[src/rtl/otp_pkg.sv]
// Shared types and constants for the OTP issuer and verifier.
package otp_pkg;

    typedef enum logic [1:0] {
        IDLE  = 2'd0,
        SEND  = 2'd1,
        ARMED = 2'd2
    } otp_state_e;

    localparam logic [31:0] LFSR_TAPS    = 32'h8020_0003;
    localparam int unsigned OTP_DIGITS   = 8;
    localparam int unsigned IDX_W        = 3;
    localparam logic [31:0] DEFAULT_SEED = 32'hACE1_2468;

    // Fold each hex nibble into 0-9 so the code can be typed on a keypad.
    function automatic logic [31:0] to_decimal(input logic [31:0] v);
        logic [31:0] r;
        r = v;
        for (int i = 0; i < OTP_DIGITS; i++) begin
            if (v[4*i +: 4] >= 4'd10) r[4*i +: 4] = v[4*i +: 4] - 4'd10;
        end
        return r;
    endfunction

    // Digit idx of the code, counting from the most significant nibble.
    function automatic logic [3:0] nibble(input logic [31:0] v, input logic [IDX_W-1:0] idx);
        logic [4:0] sh;
        sh = {3'(OTP_DIGITS - 1) - idx, 2'b00};
        return 4'(v >> sh);
    endfunction

endpackage

[src/rtl/otp_lfsr.sv]
// Free-running 32-bit Galois LFSR; a nonzero seed keeps it off the all-zero state.
module otp_lfsr
    import otp_pkg::*;
#(
    parameter logic [31:0] SEED = DEFAULT_SEED
) (
    input  logic        clk,
    input  logic        rst_n,
    output logic [31:0] lfsr
);

    logic [31:0] lfsr_q;
    logic [31:0] lfsr_d;

    always_comb begin
        lfsr_d = (lfsr_q >> 1) ^ (lfsr_q[0] ? LFSR_TAPS : 32'h0);
    end

    always_ff @(posedge clk or negedge rst_n) begin
        if (!rst_n) lfsr_q <= SEED;
        else        lfsr_q <= lfsr_d;
    end

    assign lfsr = lfsr_q;

endmodule

[src/rtl/otp_issuer.sv]
// Generates a one-time code, streams it MSB-nibble first, then arms it for the verifier.
// Build option OTP_DECIMAL_EN restricts captured digits to 0-9.
module otp_issuer
    import otp_pkg::*;
#(
    parameter int unsigned OTP_W       = 32,
    parameter int unsigned TIMEOUT_CYC = 1000,
    parameter logic [31:0] SEED        = DEFAULT_SEED
) (
    input  logic             clk,
    input  logic             rst_n,
    input  logic             req_access,
    output logic             tx_valid,
    input  logic             tx_ready,
    output logic [3:0]       tx_digit,
    output logic             tx_last,
    input  logic             consume,
    output logic [OTP_W-1:0] otp_value,
    output logic             otp_valid,
    output logic             expired,
    output logic             busy
);

    localparam int unsigned     TMR_W    = $clog2(TIMEOUT_CYC);
    localparam logic [TMR_W-1:0] TMR_LOAD = TMR_W'(TIMEOUT_CYC - 1);
    localparam logic [IDX_W-1:0] LAST_IDX = IDX_W'(OTP_DIGITS - 1);

    logic [31:0] lfsr;
    logic [31:0] lfsr_cap;

    otp_lfsr #(.SEED(SEED)) u_lfsr (
        .clk   (clk),
        .rst_n (rst_n),
        .lfsr  (lfsr)
    );

`ifdef OTP_DECIMAL_EN
    assign lfsr_cap = to_decimal(lfsr);
`else
    assign lfsr_cap = lfsr;
`endif

    otp_state_e       state_q, state_d;
    logic [31:0]      otp_q, otp_d;
    logic [IDX_W-1:0] idx_q, idx_d;
    logic [TMR_W-1:0] timer_q, timer_d;
    logic             tx_valid_q, tx_valid_d;
    logic [3:0]       tx_digit_q, tx_digit_d;
    logic             tx_last_q, tx_last_d;
    logic [OTP_W-1:0] otp_value_q, otp_value_d;
    logic             otp_valid_q, otp_valid_d;
    logic             expired_q, expired_d;
    logic             busy_q, busy_d;

    always_comb begin
        state_d   = state_q;
        otp_d     = otp_q;
        idx_d     = idx_q;
        timer_d   = timer_q;
        expired_d = 1'b0;

        case (state_q)
            IDLE: begin
                if (req_access) begin
                    otp_d   = lfsr_cap;
                    idx_d   = '0;
                    state_d = SEND;
                end
            end
            SEND: begin
                if (tx_valid_q && tx_ready) begin
                    idx_d = idx_q + IDX_W'(1);
                    if (idx_q == LAST_IDX) begin
                        state_d = ARMED;
                        timer_d = TMR_LOAD;
                    end
                end
            end
            ARMED: begin
                // consume takes priority over a same-cycle timeout
                if (consume) begin
                    state_d = IDLE;
                end else if (timer_q == '0) begin
                    state_d   = IDLE;
                    expired_d = 1'b1;
                end else begin
                    timer_d = timer_q - TMR_W'(1);
                end
            end
            default: state_d = IDLE;
        endcase

        // Outputs are precomputed from next state so they leave the flops aligned with it.
        tx_valid_d  = (state_d == SEND);
        tx_digit_d  = tx_valid_d ? nibble(otp_d, idx_d) : 4'h0;
        tx_last_d   = tx_valid_d && (idx_d == LAST_IDX);
        otp_valid_d = (state_d == ARMED);
        otp_value_d = otp_valid_d ? OTP_W'(otp_d) : '0;
        busy_d      = (state_d != IDLE);
    end

    always_ff @(posedge clk or negedge rst_n) begin
        if (!rst_n) begin
            state_q     <= IDLE;
            otp_q       <= '0;
            idx_q       <= '0;
            timer_q     <= '0;
            tx_valid_q  <= 1'b0;
            tx_digit_q  <= 4'h0;
            tx_last_q   <= 1'b0;
            otp_value_q <= '0;
            otp_valid_q <= 1'b0;
            expired_q   <= 1'b0;
            busy_q      <= 1'b0;
        end else begin
            state_q     <= state_d;
            otp_q       <= otp_d;
            idx_q       <= idx_d;
            timer_q     <= timer_d;
            tx_valid_q  <= tx_valid_d;
            tx_digit_q  <= tx_digit_d;
            tx_last_q   <= tx_last_d;
            otp_value_q <= otp_value_d;
            otp_valid_q <= otp_valid_d;
            expired_q   <= expired_d;
            busy_q      <= busy_d;
        end
    end

    assign tx_valid  = tx_valid_q;
    assign tx_digit  = tx_digit_q;
    assign tx_last   = tx_last_q;
    assign otp_value = otp_value_q;
    assign otp_valid = otp_valid_q;
    assign expired   = expired_q;
    assign busy      = busy_q;

endmodule

[config.mk]
export PLATFORM = sky130hd
export DESIGN_NAME = otp_issuer
export DESIGN_NICKNAME = d
export VERILOG_FILES = /design/src/rtl/otp_pkg.sv /design/src/rtl/otp_lfsr.sv /design/src/rtl/otp_issuer.sv
export SDC_FILE = /design/constraint.sdc
export NUM_CORES = 1
export LEC_CHECK = 0
export ABC_AREA = 0
export CAP_MARGIN = 5
export CORE_ASPECT_RATIO = 1.5
export CORE_MARGIN = 1.5
export CORE_UTILIZATION = 50
export CTS_CLUSTER_SIZE = 12
export DETAILED_ROUTE_END_ITERATION = 6
export PLACE_DENSITY = 0.77
export SKIP_CTS_REPAIR_TIMING = 1
export SYNTH_ARGS = -nofsm -noshare
export SYNTH_HDL_FRONTEND = slang
export SYNTH_SLANG_ARGS = --single-unit
[constraint.sdc]
create_clock -name clk -period 2.02 [get_ports clk]
set_input_delay 0.404 -clock clk [delete_from_list [all_inputs] [get_ports clk]]
set_output_delay 0.404 -clock clk [all_outputs]
set_load 0.01 [all_outputs]
==> out/qor.json <==
{
  "power.total_mw": 6.88,
  "grt_overflow_total": 0,
  "post_synth_instance_area_um2": 4430,
  "globalRouteMet3Util_pct": 6.41,
  "clockBufferDepth": 2,
  "antenna_cells_inserted": 0,
  "avgRoutedWirePerCell_um": 16.5,
  "clk_pin_slew_ps": 50,
  "drt.antenna.violating_nets": 0,
  "layout-drive-gt1-share_pct": 26.1,
  "cts-root-buf": "clkbuf_16",
  "global_route.usage.met1_pct": 26.9,
  "yosysWarningCount": 0,
  "drt_iter0_drc": 197,
  "netlist_instances": 327,
  "fmax_ghz": 0.513,
  "drt_drc_violations_left": 0,
  "synthDominantCellAreaShare_pct": 60.5,
  "grt.total_usage_pct": 21.8,
  "place_worst_setup_slack_ps": -250,
  "post-synth-top-area-cell": "dfrtp_1",
  "final_net_count": 440,
  "worstPathRequired_ps": 2300,
  "layout.cell_area.non_filler_um2": 6010,
  "clk-insertion-delay-late_ps": 410,
  "grt_max_degree": 41,
  "wirelength_um": 9130,
  "cellPowerDensity_nw_per_um2": 1150,
  "final-max-slew-violation-count": 0,
  "fill_cells": 580,
  "setup.worst_path.end_class": "register",
  "synth_top_cells_by_area": "dfrtp_1 60%, mux2i_1 13%, dfstp_2 7.7%, inv_1 3.3%, nor2_1 3.2%",
  "antenna_found_initial": 0,
  "setup-violations-final": 0,
  "globalplace.congestion": 0.801,
  "clkSinkCount": 120,
  "fp.dieW_um": 79.8,
  "port-buffer-count": 45,
  "worst_margin_slew_ps": 534,
  "timing.critical_path.from_type": "register",
  "multi_input_area_um2": 1210,
  "synthesis.nets": 335,
  "fp.dieH_um": 118,
  "failed_checks": "hold timing",
  "fin_crit_ps": 1950,
  "ir_drop_uv": 743,
  "critical_path_data_arrival_time_ps": 2230,
  "post-synth-top-count-cell": "dfrtp_1",
  "dpl.hpwl_um": 6040,
  "cts_inserted_buffers": 17,
  "ctsHtreeMaxLevel": 4,
  "yosysSeqAreaShare_pct": 68.2,
  "cts_tree": "yes",
  "rsz0062_at_grt": "no",
  "grt.busiest_layer": "met2",
  "run_status": "complete, but fails checks",
  "first_pass_grt_wire_length_um": 15000,
  "core_area_um2": 8520,
  "initial_utilization_pct": 52.0,
  "ys_dominant_reg_cell": "dfrtp_1",
  "share_of_the_clock_period_used_by_the_worst_path_after_layout_pct": 96.4,
  "worst-path-max-fanout": 10,
  "leakage_nw": 3.05,
  "regArea_um2": 3020,
  "timing_hold_violations_final": 33,
  "via_per_inst": 5.03,
  "worstSetupPathType": "reg -> reg",
  "row_count": 41,
  "min-delay-path-class": "in -> async",
  "max-cap-violations": 0,
  "worst_slack_ps": 72.3,
  "synth.distinct_cells": 38,
  "finClkSkew_ps": 5.69,
  "ys_seq_elements": 120,
  "synth.avg_cell_area_um2": 13.5,
  "fin_tns_setup_ps": 0,
  "vias": 2778,
  "die-area_um2": 9440,
  "synth_enable_flop_cells": 0,
  "dpl_cell_area_um2": 5400,
  "worst_hold_margin_ps": -24.6,
  "via_count_of_the_first_global_routing_pass": 3051,
  "use_met2_pct": 34.6,
  "async_reset_ff_share_pct": 100,
  "slew_hr_pct": 64.4,
  "detailedRoute.firstPassIterationCount": 5,
  "boundaryPins": 46,
  "areaGrowthSynthToFinish_pct": 35.7,
  "synth_commonest_cells": "107 x dfrtp_1, 56 x mux2i_1, 39 x inv_1, 38 x nor2_1, 13 x dfstp_2"
}
-- cell families (layout without fill, tap and decap cells) --
group | Yosys count | in the layout | synth area share, %
flops | 120 | 120 | 68.2
buf+inv | 51 | 169 | 5.09
compound gates | 18 | 18 | 3.14
fa+ha+maj | 3 | 3 | 0.848
simple gates | 69 | 69 | 8.03
xor+xnor | 9 | 9 | 1.78
mux | 57 | 57 | 12.9
-- layout make-up --
| cell class | count | area share [%] |
|---|---|---|
| Timing Repair Buffer | 98 | 15.2 |
| Multi-Input combinational cell | 156 | 20.2 |
| Inverter | 39 | 2.44 |
| Sequential cell | 120 | 50.3 |
| Tap cell | 107 | 2.23 |
| Clock buffer | 24 | 8.52 |
| Clock inverter | 8 | 1.13 |
-- power by group --
group	total, mW	internal (mW)	switching [mW]
combinational	1.28	0.616	0.668
clock	2.88	1.87	1.01
sequential	2.72	2.55	0.164
total	6.88	5.04	1.84
-- per-layer routing --
| metal | wire length, um | share of wire [%] |
|---|---|---|
| met5 | 0 | 0 |
| met4 | 260 | 2.8 |
| met3 | 346 | 3.8 |
| met2 | 4850 | 53 |
| met1 | 3670 | 40 |
-- placed cells by master (no fill, tap or decap), types with 2 or more instances in the layout --
cell type	synthesis	final
buf_4	3	48
dfrtp_1	107	107
ha_1	3	3
inv_1	39	39
o22ai_1	4	4
clkbuf_16	0	17
nor2_1	38	38
xnor2_1	5	5
clkbuf_8	0	6
dfstp_2	13	13
and3_2	2	2
a21oi_1	4	4
a41oi_1	2	2
buf_12	0	5
clkdlybuf4s50_1	0	44
a22o_1	2	2
a22oi_1	2	2
nand3_1	2	2
nor3_2	1	2
nand2_1	11	11
nor3_1	4	3
xor2_1	4	4
mux2i_1	56	53
clkinv_2	0	6
mux2i_2	0	3
-- through the flow --
step           utilization, %  std cells
2_1_floorplan               -        327
3_3_place_gp             63.4        520
3_5_place_dp             63.4        520
4_1_cts                  70.2        552
5_1_grt                  70.5        552
6_report                 70.5        552
-- worst max-delay path, stage by stage (launching register included) --
cell	delay, ps
dfrtp_1	490
or3b_4	460
a31oi_4	240
nand3_2	150
nor3_2	180
xnor2_1	180
nand2_1	100
-- state kept, by name (all words and copies together), names as in the netlist --
signal / count
tx_last: 1
tx_valid: 1
timer_q: 10
otp_valid: 1
busy: 1
otp_q: 32
tx_digit: 4
expired: 1
u_lfsr.lfsr: 32
state_q: 2
otp_value: 32
idx_q: 3
-- path summary, 6_finish.rpt --
check                      slack [ps]  depth (start not counted)             from         endpoint
setup / recovery                   70                          6       state_q[0]       timer_q[6]
hold / removal                    -20                          1            rst_n    otp_value[13]
setup reg to reg                   70                          6       state_q[0]       timer_q[6]
hold reg to reg                   370                          0  u_lfsr.lfsr[27]  u_lfsr.lfsr[26]
max in group asynchronous        1380                          2            rst_n  u_lfsr.lfsr[29]
min in group clk                  370                          0  u_lfsr.lfsr[27]  u_lfsr.lfsr[26]
No activity file was read; power rests on OpenSTA's default activity.
